[src/rtl/sub_pkg.sv]
`default_nettype none
// ============================================================================
//  Module      : sub_pkg
//  Description : Shared constants and FSM state encoding for the 16-bit
//                digit-serial subtractor.
//  Revision    : 1.0  initial release
// ============================================================================
package sub_pkg;

    localparam int DATA_W  = 16;
    localparam int DIGIT_W = 4;
    localparam int NUM_DIG = 4;
    localparam int CNT_W   = 2;

    // 2'd3 is unused and decodes back to IDLE
    typedef enum logic [1:0] {
        IDLE = 2'd0,
        RUN  = 2'd1,
        DONE = 2'd2
    } sub_state_t;

endpackage
`default_nettype wire

[src/rtl/sixteen_bit_serial_subtractor_if.sv]
`default_nettype none
// ============================================================================
//  Module      : sixteen_bit_serial_subtractor_if
//  Description : Start/busy/done handshake and operand/result bus of the
//                serial subtractor. Flag signals exist only when SUB_FLAGS_EN
//                is defined.
//  Revision    : 1.0  initial release
// ============================================================================
interface sixteen_bit_serial_subtractor_if;

    logic        start;
    logic [15:0] sixteenbitminuend;
    logic [15:0] sixteenbitsubtrahend;
    logic [15:0] sixteenbitdifference;
    logic        sixteenbitborrow_out;
    logic        busy;
    logic        done;
`ifdef SUB_FLAGS_EN
    logic        zero_flag;
    logic        overflow_flag;

    modport master (
        output start, sixteenbitminuend, sixteenbitsubtrahend,
        input  sixteenbitdifference, sixteenbitborrow_out, busy, done,
        input  zero_flag, overflow_flag
    );

    modport slave (
        input  start, sixteenbitminuend, sixteenbitsubtrahend,
        output sixteenbitdifference, sixteenbitborrow_out, busy, done,
        output zero_flag, overflow_flag
    );
`else
    modport master (
        output start, sixteenbitminuend, sixteenbitsubtrahend,
        input  sixteenbitdifference, sixteenbitborrow_out, busy, done
    );

    modport slave (
        input  start, sixteenbitminuend, sixteenbitsubtrahend,
        output sixteenbitdifference, sixteenbitborrow_out, busy, done
    );
`endif

endinterface
`default_nettype wire

[src/rtl/nibble_subtractor.sv]
`default_nettype none
// ============================================================================
//  Module      : nibble_subtractor
//  Description : Combinational one-digit subtractor with borrow in/out:
//                {b_out, d} = a - b - b_in.
//  Revision    : 1.0  initial release
// ============================================================================
module nibble_subtractor #(
    parameter int DIGIT_W = 4
) (
    input  wire logic [DIGIT_W-1:0] a,
    input  wire logic [DIGIT_W-1:0] b,
    input  wire logic               b_in,
    output logic      [DIGIT_W-1:0] d,
    output logic                    b_out
);

    logic [DIGIT_W:0] w_diff;

    // Extra MSB of the widened difference is the borrow out
    always_comb begin
        w_diff = {1'b0, a} - {1'b0, b} - {{DIGIT_W{1'b0}}, b_in};
        d      = w_diff[DIGIT_W-1:0];
        b_out  = w_diff[DIGIT_W];
    end

endmodule
`default_nettype wire

[src/rtl/sixteen_bit_serial_subtractor.sv]
`default_nettype none
// ============================================================================
//  Module      : sixteen_bit_serial_subtractor
//  Description : 16-bit subtractor processing one 4-bit digit per clock,
//                LS digit first. Result and borrow are published together
//                with a one-cycle done pulse four clocks after start.
//                Optional feature macro: SUB_FLAGS_EN (zero/overflow flags).
//  Revision    : 1.0  initial release
// ============================================================================
module sixteen_bit_serial_subtractor
    import sub_pkg::*;
(
    input  wire logic                       clk,
    input  wire logic                       reset_n,
    sixteen_bit_serial_subtractor_if.slave  bus
);

    sub_state_t                 r_state;
    sub_state_t                 w_state_next;
    logic [CNT_W-1:0]           r_cnt;
    logic [DATA_W-1:0]          r_a;
    logic [DATA_W-1:0]          r_b;
    logic [DATA_W-DIGIT_W-1:0]  r_acc;
    logic                       r_bin;
    logic [DATA_W-1:0]          r_diff;
    logic                       r_borrow;
    logic [DIGIT_W-1:0]         w_d;
    logic                       w_bout;
    logic                       w_load;
    logic                       w_step;
    logic                       w_last;
    logic [DATA_W-1:0]          w_result;

    assign w_last   = (r_cnt == CNT_W'(NUM_DIG - 1));
    assign w_result = {w_d, r_acc};

    nibble_subtractor #(
        .DIGIT_W (DIGIT_W)
    ) u_nibble (
        .a     (r_a[DIGIT_W-1:0]),
        .b     (r_b[DIGIT_W-1:0]),
        .b_in  (r_bin),
        .d     (w_d),
        .b_out (w_bout)
    );

    // Next-state decode; start is honoured only when not busy
    always_comb begin
        w_state_next = r_state;
        w_load       = 1'b0;
        w_step       = 1'b0;
        case (r_state)
            IDLE: begin
                if (bus.start) begin
                    w_state_next = RUN;
                    w_load       = 1'b1;
                end
            end
            RUN: begin
                w_step = 1'b1;
                if (w_last) w_state_next = DONE;
            end
            DONE: begin
                if (bus.start) begin
                    w_state_next = RUN;
                    w_load       = 1'b1;
                end else begin
                    w_state_next = IDLE;
                end
            end
            default: w_state_next = IDLE;
        endcase
    end

    // State register
    always_ff @(posedge clk or negedge reset_n) begin
        if (!reset_n) r_state <= IDLE;
        else          r_state <= w_state_next;
    end

    // Operand shifters, digit counter, borrow chain and partial accumulator
    always_ff @(posedge clk or negedge reset_n) begin
        if (!reset_n) begin
            r_a   <= '0;
            r_b   <= '0;
            r_acc <= '0;
            r_cnt <= '0;
            r_bin <= 1'b0;
        end else if (w_load) begin
            r_a   <= bus.sixteenbitminuend;
            r_b   <= bus.sixteenbitsubtrahend;
            r_cnt <= '0;
            r_bin <= 1'b0;
        end else if (w_step) begin
            r_a   <= r_a >> DIGIT_W;
            r_b   <= r_b >> DIGIT_W;
            r_acc <= {w_d, r_acc[DATA_W-DIGIT_W-1:DIGIT_W]};
            r_bin <= w_bout;
            r_cnt <= r_cnt + CNT_W'(1);
        end
    end

    // Result registers update only on the final digit, so partials never leak
    always_ff @(posedge clk or negedge reset_n) begin
        if (!reset_n) begin
            r_diff   <= '0;
            r_borrow <= 1'b0;
        end else if (w_step && w_last) begin
            r_diff   <= w_result;
            r_borrow <= w_bout;
        end
    end

`ifdef SUB_FLAGS_EN
    logic r_zero;
    logic r_ovf;

    // Flags: on the last digit the shifters still hold the operand MS digits
    always_ff @(posedge clk or negedge reset_n) begin
        if (!reset_n) begin
            r_zero <= 1'b0;
            r_ovf  <= 1'b0;
        end else if (w_step && w_last) begin
            r_zero <= (w_result == '0);
            r_ovf  <= (r_a[DIGIT_W-1] != r_b[DIGIT_W-1]) &&
                      (w_d[DIGIT_W-1] != r_a[DIGIT_W-1]);
        end
    end

    assign bus.zero_flag     = r_zero;
    assign bus.overflow_flag = r_ovf;
`endif

    assign bus.sixteenbitdifference = r_diff;
    assign bus.sixteenbitborrow_out = r_borrow;
    assign bus.busy                 = (r_state == RUN);
    assign bus.done                 = (r_state == DONE);

endmodule
`default_nettype wire

[src/flat_wrapper.sv]
// flat-port wrapper written by rule: the top's interface ports become plain ports
module sixteen_bit_serial_subtractor_flat import sub_pkg::*;
  (clk, reset_n, bus_start, bus_sixteenbitminuend, bus_sixteenbitsubtrahend, bus_sixteenbitdifference, bus_sixteenbitborrow_out, bus_busy, bus_done);
  sixteen_bit_serial_subtractor_if bus_i ();
  input  wire logic clk;
  input  wire logic reset_n;
  input wire logic [$bits(bus_i.start)-1:0] bus_start;
  input wire logic [$bits(bus_i.sixteenbitminuend)-1:0] bus_sixteenbitminuend;
  input wire logic [$bits(bus_i.sixteenbitsubtrahend)-1:0] bus_sixteenbitsubtrahend;
  output wire logic [$bits(bus_i.sixteenbitdifference)-1:0] bus_sixteenbitdifference;
  output wire logic [$bits(bus_i.sixteenbitborrow_out)-1:0] bus_sixteenbitborrow_out;
  output wire logic [$bits(bus_i.busy)-1:0] bus_busy;
  output wire logic [$bits(bus_i.done)-1:0] bus_done;
  assign bus_i.start = bus_start;
  assign bus_i.sixteenbitminuend = bus_sixteenbitminuend;
  assign bus_i.sixteenbitsubtrahend = bus_sixteenbitsubtrahend;
  assign bus_sixteenbitdifference = bus_i.sixteenbitdifference;
  assign bus_sixteenbitborrow_out = bus_i.sixteenbitborrow_out;
  assign bus_busy = bus_i.busy;
  assign bus_done = bus_i.done;
  sixteen_bit_serial_subtractor u_core (.clk(clk), .reset_n(reset_n), .bus(bus_i));
endmodule
[config.mk]
export PLATFORM = sky130hd
export DESIGN_NAME = sixteen_bit_serial_subtractor_flat
export DESIGN_NICKNAME = d
export VERILOG_FILES = /design/src/rtl/sub_pkg.sv /design/src/rtl/sixteen_bit_serial_subtractor_if.sv /design/src/rtl/nibble_subtractor.sv /design/src/rtl/sixteen_bit_serial_subtractor.sv /design/src/flat_wrapper.sv
export SDC_FILE = /design/constraint.sdc
export NUM_CORES = 1
export LEC_CHECK = 0
export ABC_AREA = 1
export CORE_MARGIN = 4
export CORE_UTILIZATION = 56
export CTS_BUF_LIST = sky130_fd_sc_hd__clkbuf_16
export DETAILED_ROUTE_END_ITERATION = 8
export PLACE_DENSITY = 0.85
export SLEW_MARGIN = 20
export SYNTH_ARGS = -nofsm -noshare
export SYNTH_HDL_FRONTEND = slang
export SYNTH_SLANG_ARGS = --single-unit
[constraint.sdc]
create_clock -name clk -period 5.15 [get_ports clk]
set_input_delay 1.03 -clock clk [delete_from_list [all_inputs] [get_ports clk]]
set_output_delay 1.03 -clock clk [all_outputs]
set_load 0.05 [all_outputs]
Word-level counts from Yosys, hierarchy flattened
Cells that the tools add are included.
- reductions and logical operators: 6
- add/sub/neg operators: 3
- bitwise operators: 1
- multiplexer cells: 15
- equality and inequality tests: 5
- operators by type and width (operator ; count):
    $mux 16 ; 4
    $mux 2 ; 4
    $mux 1 ; 6
    $pmux 2 s3 ; 1
    $sub 4x4->5 ; 1
    $sub 5x1->5 ; 1
    $eq 2x2->1 const B ; 2
    $reduce_and 2->1 ; 2
    $add 2x1->2 const B ; 1
    $eq 2x1->1 const B ; 1
    $logic_not 2->1 ; 1
    $ne 2x1->1 const B ; 1
    $ne 2x2->1 const B ; 1
    $reduce_bool 2->1 ; 1
    $reduce_or 2->1 ; 1
    $logic_and 1x1->1 ; 1
    $not 1->1 ; 1
- register bits: 66
- input bits: 35

Depth between registers and ports, before layout
Gate-level depths: netlist of the first run.
- word-level depth: 5
- depth in mapped cells: 13
- mapped depth without buffers: 13

Modules after synthesis
A second synthesis of the first run with hierarchy kept.
- cells, all modules: 374
- area, all modules: 3075.4 um^2
- by module, submodules not included (module ; sequential area each (um^2) ; instances ; cells each ; area each (um^2)):
    sixteen_bit_serial_subtractor ; 1651.6 ; 1 ; 339 ; 2845.2
    nibble_subtractor ; 0.0 ; 1 ; 35 ; 230.2

Worst setup path before layout of the first run
Ideal clock, no wire load.
- kind: register -> register
- start: reg u_core.r_bin
- end: reg u_core.r_bin
- data required time: 5.032 ns
- library setup time: 0.118 ns
- path buffers: 0
- path slack: 2.884 ns
- data arrival time: 2.148 ns
- cell stages (with the launch flop): 13
- cells stage by stage: dfrtp_1 inv_1 fa_1 inv_1 ha_1 or2_2 fa_1 inv_1 nand2_1 nand2_1 nand3_1 nand3_1 nand2_1
- word-level cells in the longest chain between the ends: 3
- RTL lines (element ; RTL line ; text):
    start: declaration ; sixteen_bit_serial_subtractor.sv:24 ; logic r_bin;
    start signal: assignment ; sixteen_bit_serial_subtractor.sv:98 ; r_bin <= w_bout;
    $sub 5x1->5 ; nibble_subtractor.sv:22 ; w_diff = {1'b0, a} - {1'b0, b} - {{DIGIT_W{1'b0}}, b_in};
    $mux 1 ; sixteen_bit_serial_subtractor.sv:94 ; end else if (w_step) begin
    $mux 1 ; sixteen_bit_serial_subtractor.sv:89 ; end else if (w_load) begin
Every way passes these cells. The select of a mux whose other input is x is not followed.
A chain may end at the register's enable or synchronous reset.

Final worst setup path of the first run
- start: reg u_core.r_state[1]
- end: out bus_busy
- word-level cells in the longest chain between the ends: 1
- RTL lines (element ; RTL line ; text):
    start: declaration ; sixteen_bit_serial_subtractor.sv:18 ; sub_state_t r_state;
    start signal: assignment ; sixteen_bit_serial_subtractor.sv:78 ; else r_state <= w_state_next;
    $eq 2x1->1 ; sixteen_bit_serial_subtractor.sv:136 ; assign bus.busy = (r_state == RUN);
    end: declaration ; flat_wrapper.sv:12 ; output wire logic [$bits(bus_i.busy)-1:0] bus_busy;
Every way passes these cells.

==> summary.md, run 1 <==
| Metric | Value |
|---|---|
| Run status | `finished, final reports clean` |
| Number of optimization iterations in the first detailed-route pass | `4` |
| Count of antenna diodes in the layout | `0` |
| Clock input transition at the sequential cells of the worst setup and hold paths | `roughly 0.050 ns` |
| Number of hold-repair buffers added at the cts stage | `0` |
| Largest fanout on the critical path | `30` |
| Instance area after placement | `3440 um2` |
| Worst max-slew margin expressed relative to the limit | `39.2%` |
| Final hold vios | `0` |
| Initial antenna violation count | `0` |
| Number of distinct library cell variants in the gate-level netlist after synthesis | `24` |
| Detail Placement HPWL | `3.72 mm` |
| Final Total Pwr | `2.77 mW` |
| Number of cells in the finished layout apart from fillers | `450` |
| DIE AREA | `6440 um2` |
| Grt met3 use | `5.61%` |
| Endpoint arrival time on the critical path | `2.19 ns` |
| Pre-CTS setup slack | `2.29 ns` |
| Max capacitance violation total | `0` |
| Worst Setup Start Kind | `flop` |
| Clock skew after layout | `~0.0040 ns` |
| Die extent in x | `roughly 80 um` |
| Worst Path Class, Setup | `reg -> out` |
| Number of storage elements in the synthesis netlist | `66` |
| Cell count after placement | `434` |
| Most Crowded Layer GR | `met2` |
| Clk root buf | `clkbuf_16` |
| Initial core utilization | `57.6%` |
| Buffer depth of the longest clock path | `2` |
| Worst-Margin Slew | `0.910 ns` |
| Area grow syn2layout | `28.2%` |
| Synthesized cell area | `2930 um2` |
| Worst setup EP type | `output port` |
| Row cnt | `26` |
| Peak supply drop | `0.357 mV` |
| Total Routing Usage GR | `between 20% and 30%` |
| Synth warn | `0` |
| Number of vias in the routed layout | `about 2300` |
| Fillcell total | `369` |
| Aggregate global routing overflow | `0` |
| Clock buffer count from CTS | `9` |
| Std-Cell Core Area | `5070 um2` |
| GR Layer Usage met2 | `32.7%` |
| Number of global-route vias before repair | `2200` |
| Fraction of layout cells with a size suffix above 1 | `around 8%` |
| Net count of the mapped netlist | `366` |
| Clock tree from TritonCTS | `yes` |
| Cell count of the worst reg-to-reg path | `12` |
| Avg Synthesized Cell Area | `between 9 and 10 um2` |
| Final antenna-violating net count | `0` |
| Number of buffers added for setup after CTS | `0` |
| Time the final worst path needs with I/O delays and setup | `3.22 ns` |
| WL/cell | `12.8 um` |
| Wire length after detailed routing | `5.78 mm` |
| IO buf count | `53` |
| DRC viols | `0` |
| Final period utilization | `62.4%` |
| Power per standard cell area | `740 nW/um2` |
| Maximum clock frequency | `around 310 MHz` |
| Count of H-tree levels built during CTS | `3` |
| Share of the core filled with cells in the final layout | `73.9%` |
| Max-slew violation count | `0` |
| Setup TNS | `0 ns` |
| Sequential fraction of the synthesis area | `56.5%` |
| Number of top-level pins | `54` |
| Routability cong. | `0.781` |
| DRC violation total after the first TritonRoute iteration | `195` |
| CTS resizes | `0` |
| Cells after synthesis | `between 300 and 400` |
| Static power due to leakage | `1.84 nW` |
| Total number of nets in the final design | `419` |
| Final Worst Setup Slack | `1.93 ns` |
| Final setup violation count | `0` |
| Post-route cell area | `3750 um2` |
| Fin Hold WS | `between 0.4 and 0.5 ns` |
| Clock Sinks | `66` |
| Chip height | `80.3 um` |
| Post-DR vias/cell | `between 5 and 6` |
| Largest net degree at the start of global routing | `67` |
| Met1 Use GR | `25.9%` |
| CP required | `4.12 ns` |
| Depth of the worst hold-timing path | `2` |
| Unrepaired setup endpoints after global routing | `false` |
| Path type of the worst min-delay path | `reg -> reg` |
| Wire length of the first global-routing pass | `9.90 mm` |
| Worst-Skew Late Latency | `0.32 ns` |
## synthesized netlist by cell type (all sizes together)
| master | n | area (um2) |
|---|---|---|
| nand2 | 141 | 554 |
| dfrtp | 66 | 1650 |
| inv | 32 | 128 |
| o21ai | 26 | 156 |
| nand3 | 22 | 110 |
| buf | 11 | 103 |
| o211ai | 8 | 60.1 |
| ha | 7 | 87.6 |
| nor2 | 3 | 11.3 |
| fa | 2 | 40.0 |
| a21oi | 1 | 5.00 |
| clkbuf | 1 | 3.75 |
| or2 | 1 | 6.26 |
| xor2 | 1 | 8.76 |
## worst max-delay path: stages, from the launching register on
cell and delay [ns]:
dfrtp_1 0.36, inv_1 0.12, nand2_4 0.19, inv_4 0.31, clkdlybuf4s50_1 0.88
## layout make-up
type,count,area [um2],area share (%)
clock buffer,9,225,6.01
clock inverter,7,85.1,2.27
inverter,32,128,3.40
multi-input combinational,212,1040,27.7
sequential,66,1650,44.0
tap,70,87.6,2.34
timing repair buffer,54,533,14.2
## final timing paths
path	from	endpoint	slack (ns)
setup / recovery	u_core.r_state[1]$_DFFE_PN0P_	bus_busy	1.93
hold / removal	u_core.r_b[14]$_DFFE_PN0P_	u_core.r_b[14]$_DFFE_PN0P_	0.47
min in group asynchronous	reset_n	u_core.bus.sixteenbitdifference[5]$_DFFE_PN0P_	0.88
setup reg to reg	u_core.r_bin$_DFFE_PN0P_	u_core.bus.sixteenbitborrow_out$_DFFE_PN0P_	2.68
hold reg to reg	u_core.r_b[14]$_DFFE_PN0P_	u_core.r_b[14]$_DFFE_PN0P_	0.47
max in group asynchronous	reset_n	u_core.r_b[5]$_DFFE_PN0P_	3.74
## sequential cells by signal, summed over array words and instances, names as in the netlist
| register | cells |
|---|---|
| u_core.r_b | 16 |
| u_core.r_acc | 12 |
| u_core.r_state | 2 |
| u_core.bus.sixteenbitdifference | 16 |
| u_core.r_cnt | 2 |
| u_core.r_a | 16 |
| u_core.r_bin | 1 |
| u_core.bus.sixteenbitborrow_out | 1 |
## power by group
group | internal, mW | switching, mW | leakage (nW)
clock | 0.418 | 0.210 | 0.154
sequential | 0.759 | 0.122 | 0.834
combinational | 0.424 | 0.842 | 0.856
## routing by layer
metal / wire (um) / vias to the layer above
met5: 0 / -
met4: 103 / 0
met3: 346 / 11
met2: 2890 / 57
met1: 2450 / 1070
li1: - / 1120
## cells by family (layout without fill, tap and decap cells)
logic type | count (synthesis) | count (layout) | share of synthesized area (%)
adders and majority gates | 9 | 9 | 4.36
and+or+nand+nor | 167 | 167 | 23.3
DFF | 66 | 66 | 56.5
xor gates and xnor gates | 1 | 1 | 0.299
buffers and inverters | 44 | 102 | 8.00
AOI/OAI and AO/OA | 35 | 35 | 7.57
## cell usage in the layout (no fill, tap or decap), types with 2 or more instances in the layout
cell / count
nand2_1: 137
dfrtp_1: 66
clkdlybuf4s50_1: 52
inv_1: 30
nand3_1: 22
o21ai_0: 17
clkbuf_16: 9
o211ai_1: 8
o21ai_2: 7
ha_1: 7
nor2_1: 3
nand2_4: 3
o21ai_1: 2
fa_1: 2
bufinv_16: 2
clkinv_2: 2
(Power assumes the default switching activity.)
==> inputs of run 2 (changes only) <==
--- a/config.mk
+++ b/config.mk
@@ -7,10 +7,10 @@
 export LEC_CHECK = 0
 export ABC_AREA = 1
 export CORE_MARGIN = 4
-export CORE_UTILIZATION = 56
+export CORE_UTILIZATION = 47
 export CTS_BUF_LIST = sky130_fd_sc_hd__clkbuf_16
 export DETAILED_ROUTE_END_ITERATION = 8
-export PLACE_DENSITY = 0.85
+export PLACE_DENSITY = 0.76
 export SLEW_MARGIN = 20
 export SYNTH_ARGS = -nofsm -noshare
 export SYNTH_HDL_FRONTEND = slang
==> constraint.sdc (replaced) <==
create_clock -name clk -period 2.9 [get_ports clk]
set_input_delay 0.58 -clock clk [delete_from_list [all_inputs] [get_ports clk]]
set_output_delay 0.58 -clock clk [all_outputs]
set_load 0.05 [all_outputs]
==> run 2 against run 1 <==
  * Cell count is 1.6% higher
  * Critical endpoint unchanged
  * Largest power group unchanged
  * Clock power is 64% higher
  * Wire length is 3.4% lower
  * Final area is 0.27% higher
  * Largest cell class unchanged
==> summary.md, run 2 (synthesized netlist as in run 1, its figures left out) <==
| Metric | Value |
|---|---|
| Run status | `finished, final reports clean` |
| Worst Path Class, Setup | `reg -> out` |
| Slowest cell on the critical path | `clkdlybuf4s50_1` |
| Buffer depth of the longest clock path | `2 (unchanged)` |
| Routability cong. | `0.786 (+0.70%)` |
| Row cnt | `28 (+7.7%)` |
| Fraction of layout cells with a size suffix above 1 | `8.38% (+0.22 points)` |
| Wire length of the first global-routing pass | `9.78 mm (-1.3%)` |
| Power Internal | `2.76 mW (+72%)` |
| Clock tree from TritonCTS | `yes` |
| Clock buffer count from CTS | `9 (unchanged)` |
| Final period utilization | `84.5%` |
| WL/cell | `12.2 um (-4.9%)` |
| Initial antenna violation count | `0 (unchanged)` |
| Proportion of power drawn by flip-flops and latches | `32.4% (+0.6 points)` |
| Wire length after detailed routing | `5.58 mm (-3.4%)` |
| Die extent in x | `86.9 um (+8.2%)` |
| Count of H-tree levels built during CTS | `3 (unchanged)` |
| Setup TNS | `0 ns (unchanged)` |
| Total Routing Usage GR | `17.0% (-3.3 points)` |
| Clock network power share | `21.4% (-1.2 points)` |
| Area grow syn2layout | `28.5%` |
| Final setup violation count | `0 (unchanged)` |
| Unrepaired setup endpoints after global routing | `false` |
| Number of top-level pins | `54 (unchanged)` |
| Worst-Margin Slew | `0.679 ns (-0.232 ns)` |
| Worst setup EP type | `output port` |
| Proportion of power drawn by combinational gates | `46.2% (+0.6 points)` |
| Post-DR vias/cell | `4.83 (-3.8%)` |
| Worst-Skew Late Latency | `0.33 ns (about the same)` |
| Final hold vios | `0 (unchanged)` |
| Number of hold-repair buffers added at the cts stage | `0 (unchanged)` |
| CP required | `2.32 ns (-1.80 ns)` |
| Slowest Stage Delay on Critical Path | `0.80 ns (-0.08 ns)` |
| Path type of the worst min-delay path | `in -> async` |
| Clk root buf | `clkbuf_16` |
| Instance area after placement | `3470 um2 (+0.98%)` |
| DRC violation total after the first TritonRoute iteration | `113 (-42%)` |
| Chip height | `86.9 um (+8.2%)` |
| Clock skew after layout | `0.00881 ns (+0.00483 ns)` |
| Maximum clock frequency | `between 400 and 500 MHz` |
| Switching part of the total | `42.5% (+0.17 points)` |
| Switching pwr | `2.04 mW (+74%)` |
| Initial core utilization | `48.8% (-8.8 points)` |
| DIE AREA | `7550 um2 (+17%)` |
| Clock input transition at the sequential cells of the worst setup and hold paths | `0.06 ns (about the same)` |
| Number of optimization iterations in the first detailed-route pass | `4 (unchanged)` |
| Largest delay contributor family on the critical path | `buffers and inverters` |
| Final antenna-violating net count | `0 (unchanged)` |
| Number of cells in the finished layout apart from fillers | `457 (+1.6%)` |
| Max-slew violation count | `0 (unchanged)` |
| Total number of nets in the final design | `421 (+0.48%)` |
| Worst Setup Start Kind | `flop` |
| CTS resizes | `0 (unchanged)` |
| DRC viols | `0 (unchanged)` |
| Detail Placement HPWL | `3.87 mm (+3.8%)` |
| Time the final worst path needs with I/O delays and setup | `about 2.5 ns` |
| Static power due to leakage | `1.84 nW (about the same)` |
| Sum of buffers and inverters on the critical path | `3 (unchanged)` |
| Share of the core filled with cells in the final layout | `62.8% (-11 points)` |
| Post-route cell area | `3760 um2 (+0.27%)` |
| Largest fanout on the critical path | `26 (-13%)` |
| Std-Cell Core Area | `5990 um2 (+18%)` |
| Peak supply drop | `0.677 mV (+89%)` |
| Worst max-slew margin expressed relative to the limit | `54.7% (+16 points)` |
| Power per standard cell area | `1280 nW/um2 (+72%)` |
| Count of antenna diodes in the layout | `0 (unchanged)` |
| Highest-count cells in the layout ignoring fill and taps | `nand2_1, dfrtp_1, clkdlybuf4s50_1` |
| Clock Sinks | `66 (unchanged)` |
| Endpoint arrival time on the critical path | `1.87 ns (-0.32 ns)` |
| Aggregate global routing overflow | `0 (unchanged)` |
| IO buf count | `53 (unchanged)` |
| List of cells traversed by the critical path | `inv_1 -> nand2_4 -> inv_4 -> clkdlybuf4s50_1` |
| Number of global-route vias before repair | `2186 (-0.64%)` |
| Leading cell type in the layout, fill and taps excluded | `nand2_1` |
| Number of buffers added for setup after CTS | `0 (unchanged)` |
| Number of vias in the routed layout | `2207 (-2.3%)` |
| Max capacitance violation total | `0 (unchanged)` |
| Largest net degree at the start of global routing | `38 (-43%)` |
| Cell count after placement | `441 (+1.6%)` |
## run 2: cell types whose count changed in the layout (fill, tap and decap cells not counted), sizes merged
cell      previous run  this run
bufinv               2         1
clkinvlp             1         2
buf                  2         4
## run 2: final cells by class
| class | instances | area (um2) |
|---|---|---|
| Clock buffer | 9 | 225 |
| Clock inverter | 7 | 61.3 |
| Fill cell | 501 | 2230 |
| Inverter | 32 | 128 |
| Multi-Input combinational cell | 212 | 1040 |
| Sequential cell | 66 | 1650 |
| Tap cell | 75 | 93.8 |
| Timing Repair Buffer | 56 | 561 |
## run 2: worst paths after layout
check / start / end / slack, ns / depth (start not counted)
min in group clk: u_core.r_b[14]$_DFFE_PN0P_ / u_core.r_b[14]$_DFFE_PN0P_ / 0.47 / 2
hold / removal: reset_n / u_core.bus.sixteenbitdifference[4]$_DFFE_PN0P_ / 0.29 / 1
max in group asynchronous: reset_n / u_core.bus.sixteenbitborrow_out$_DFFE_PN0P_ / 1.97 / 2
hold reg to reg: u_core.r_b[14]$_DFFE_PN0P_ / u_core.r_b[14]$_DFFE_PN0P_ / 0.47 / 2
setup / recovery: u_core.r_state[1]$_DFFE_PN0P_ / bus_busy / 0.45 / 4
setup reg to reg: u_core.r_bin$_DFFE_PN0P_ / u_core.r_bin$_DFFE_PN0P_ / 0.45 / 12
## run 2: through the flow
| stage | setup WS, ns | hold WS, ns | power, mW |
|---|---|---|---|
| after floorplan | 0.634 | 0.284 | 3.29 |
| after global placement | 0.575 | 0.453 | 3.73 |
| after detailed placement | 0.541 | 0.456 | 3.80 |
| after CTS | 0.431 | 0.310 | 4.87 |
| after global routing | 0.288 | 0.346 | 5.20 |
| final | 0.448 | 0.288 | 4.80 |
## run 2: worst reg2reg max path: stages (launching register included)
cell and delay [ns]:
dfrtp_1 0.34, inv_1 0.06, fa_1 0.55, inv_1 0.05, ha_1 0.17, or2_2 0.28, fa_1 0.38, inv_1 0.07
nand2_1 0.06, nand2_1 0.07, nand3_1 0.10, nand3_1 0.12, nand2_1 0.07
## run 2: metal layers
layer / up-vias / track usage, % / part of all wire, %
met5: - / 0 / 0
met4: 0 / 7.65 / 0.81
met3: 6 / 4.92 / 6.0
met2: 70 / 28.3 / 48
met1: 1008 / 20.5 / 45
li1: 1123 / - / -
## run 2: power groups by stage
stage | clock, mW | combinational, mW | sequential, mW
final | 1.03 | 2.22 | 1.55
after global routing | 1.10 | 2.49 | 1.60
after CTS | 1.05 | 2.26 | 1.56
after detailed placement | 0 | 2.24 | 1.57
after global placement | 0 | 2.18 | 1.55
after floorplan | 0 | 1.40 | 1.89
==> inputs of run 3 (changes only) <==
==> constraint.sdc (replaced) <==
create_clock -name clk -period 2 [get_ports clk]
set_input_delay 0.4 -clock clk [delete_from_list [all_inputs] [get_ports clk]]
set_output_delay 0.4 -clock clk [all_outputs]
set_load 0.05 [all_outputs]
==> run 3 against run 2 <==
  * The run now ends with negative setup slack left
  * Critical path depth is 8 higher
  * Die area unchanged
  * Final area is 0.96% higher
  * Sequential power up 46%
  * Worst hold slack got worse by 0.21 ns
  * Flip-flop and latch count is the same
  * Count of clock-buffer cells in the layout unchanged
  * Critical path type is now reg -> reg
  * Critical endpoint is now u_core.bus.sixteenbitborrow_out$_DFFE_PN0P_
  * Largest cell class unchanged
==> summary.md, run 3 (synthesized netlist as in run 1, its figures left out) <==
| Metric | Value |
|---|---|
| Run status | `finished, violations left` |
| Failing checks | `negative setup slack` |
| Cell count after placement | `443 (+0.45%)` |
| Detail Placement HPWL | `3.89 mm (+0.69%)` |
| Largest net degree at the start of global routing | `67 (+76%)` |
| Max-slew violation count | `0 (unchanged)` |
| Clock buffer count from CTS | `9 (unchanged)` |
| Clock tree from TritonCTS | `yes` |
| Count of antenna diodes in the layout | `0 (unchanged)` |
| Power Internal | `4.04 mW (+47%)` |
| Post-route cell area | `3800 um2 (+0.96%)` |
| Clk root buf | `clkbuf_16` |
| Highest-count cells in the layout ignoring fill and taps | `nand2_1, dfrtp_1, clkdlybuf4s50_1` |
| Worst max-slew margin expressed relative to the limit | `66.6% (+12 points)` |
| Number of vias in the routed layout | `2257 (+2.3%)` |
| Static power due to leakage | `1.86 nW (+1.2%)` |
| Time the final worst path needs with I/O delays and setup | `around 2.3 ns` |
| Worst Path Class, Setup | `reg -> reg` |
| Worst-Skew Late Latency | `0.33 ns (about the same)` |
| Initial antenna violation count | `0 (unchanged)` |
| Final Total Pwr | `7.12 mW (+48%)` |
| Fillcell total | `507 (+1.2%)` |
| Proportion of power drawn by combinational gates | `49.4% (+3.2 points)` |
| Maximum clock frequency | `444 MHz` |
| Cell count of the worst reg-to-reg path | `12 (unchanged)` |
| Number of global-route vias before repair | `2289 (+4.7%)` |
| Total Routing Usage GR | `17.8% (+0.74 points)` |
| Aggregate global routing overflow | `0 (unchanged)` |
| Final setup violation count | `6 (+6)` |
| Final hold vios | `0 (unchanged)` |
| Max capacitance violation total | `0 (unchanged)` |
| Wire length after detailed routing | `5.79 mm (+3.7%)` |
| Instance area after placement | `3520 um2 (+1.2%)` |
| Worst-Margin Slew | `0.500 ns (-0.179 ns)` |
| Final period utilization | `113%` |
| Die extent in x | `86.9 um (unchanged)` |
| Number of cells in the finished layout apart from fillers | `460 (+0.66%)` |
| Clock input transition at the sequential cells of the worst setup and hold paths | `0.05 ns (about the same)` |
| Start of the worst register-to-register path | `u_core.r_a[0]$_DFFE_PN0P_` |
| DRC viols | `0 (unchanged)` |
| Clock Sinks | `66 (unchanged)` |
| Count of H-tree levels built during CTS | `3 (unchanged)` |
| Buffer depth of the longest clock path | `2 (unchanged)` |
| Row cnt | `28 (unchanged)` |
| Chip height | `86.9 um (unchanged)` |
| Share of the core filled with cells in the final layout | `63.4% (+0.61 points)` |
| Number of top-level pins | `54 (unchanged)` |
| DRC violation total after the first TritonRoute iteration | `104 (-8.0%)` |
| Unrepaired setup endpoints after global routing | `true` |
| Post-DR vias/cell | `4.91 (+1.6%)` |
| IO buf count | `53 (unchanged)` |
| Initial core utilization | `48.8% (unchanged)` |
| Clock network power share | `18.9% (-2.5 points)` |
| Final antenna-violating net count | `0 (unchanged)` |
| Fraction of layout cells with a size suffix above 1 | `11.7% (+3.3 points)` |
| RR Endpoint | `u_core.bus.sixteenbitborrow_out$_DFFE_PN0P_` |
| Proportion of power drawn by flip-flops and latches | `31.7% (-0.7 points)` |
| Wire length of the first global-routing pass | `10.4 mm (+6.1%)` |
| Routability cong. | `0.775 (-1.4%)` |
| Largest fanout on the critical path | `2 (-92%)` |
| Endpoint arrival time on the critical path | `2.52 ns (+0.65 ns)` |
| DIE AREA | `7550 um2 (unchanged)` |
| Peak supply drop | `1.07 mV (+58%)` |
| Switching pwr | `3.07 mW (+51%)` |
| CP required | `2.26 ns (-0.06 ns)` |
| Switching part of the total | `43.2% (+0.69 points)` |
| Area grow syn2layout | `29.8%` |
| Path type of the worst min-delay path | `in -> async` |
| Worst setup EP type | `flop` |
| Final Worst Setup Slack | `-0.254 ns (-0.703 ns)` |
| Power per standard cell area | `1870 nW/um2 (+47%)` |
| Fin Hold WS | `0.0744 ns (-0.213 ns)` |
| Leading cell type in the layout, fill and taps excluded | `nand2_1` |
| Worst Setup Start Kind | `flop` |
| Total number of nets in the final design | `424 (+0.71%)` |
| Number of optimization iterations in the first detailed-route pass | `4 (unchanged)` |
| WL/cell | `12.6 um (+3.0%)` |
| Std-Cell Core Area | `5990 um2 (unchanged)` |
| Start point of the critical path | `u_core.r_a[0]$_DFFE_PN0P_` |
| Setup slack of the worst register-to-register path | `-0.25 ns (-0.70 ns)` |
| Clock skew after layout | `0.00759 ns (-0.00122 ns)` |
run 3: worst max-delay path, cell delays in order (launching register included):
cell	delay (ns)
dfrtp_1	0.39
fa_1	0.56
inv_1	0.05
ha_2	0.16
or2_4	0.22
fa_2	0.35
inv_2	0.06
nand2_2	0.05
nand2_2	0.07
nand2_1	0.06
nand2_1	0.08
nand3_1	0.07
nand2_1	0.07
run 3: routing by layer:
metal | wire length (um) | GRT usage (%) | vias to the layer above
li1 | - | - | 1123
met1 | 2510 | 22.1 | 1065
met2 | 2830 | 29.0 | 56
met3 | 329 | 4.16 | 13
met4 | 121 | 8.92 | 0
met5 | 0 | 0 | -
run 3: power groups by stage:
stage,registers [mW],clock network (mW),logic [mW]
CTS,2.26,1.37,3.52
global placement,2.25,0,3.28
global route,2.34,1.43,3.98
finish,2.26,1.34,3.52
detailed placement,2.27,0,3.37
floorplan,2.74,0,2.07
run 3: area by class of cell:
type / instances / area (um2) / area share [%]
clock buffer: 9 / 225 / 5.93
clock inverter: 7 / 31.3 / 0.824
timing repair buffer: 59 / 603 / 15.9
sequential: 66 / 1650 / 43.5
tap: 75 / 93.8 / 2.47
multi-input combinational: 212 / 1060 / 28.0
inverter: 32 / 128 / 3.36
run 3: worst max path at each step:
stage	end	slack, ns	depth (start not counted)
detailed placement	u_core.bus.sixteenbitborrow_out$_DFFE_PN0P_	-0.26	11
global placement	u_core.r_bin$_DFFE_PN0P_	-0.22	11
CTS	u_core.bus.sixteenbitborrow_out$_DFFE_PN0P_	-0.25	13
floorplan	u_core.r_bin$_DFFE_PN0P_	-0.18	11
global route	u_core.bus.sixteenbitborrow_out$_DFFE_PN0P_	-0.37	12
finish	u_core.bus.sixteenbitborrow_out$_DFFE_PN0P_	-0.25	12
run 3: timing repair:
item                                    in CTS  in global routing
resized for setup                            5                  4
endpoints found under the setup margin       6                  7
buffers inserted                             1                  0
pin swaps                                    4                  5
gates cloned                                 0                  0
hold buffers                                 0                  0
run 3: stage by stage:
step                worst slack (ns)  TNS [ns]
finish                        -0.254     -1.18
global route                  -0.369     -1.81
CTS                           -0.245     -1.18
detailed placement            -0.264     -1.03
global placement              -0.218    -0.798
floorplan                     -0.178    -0.604
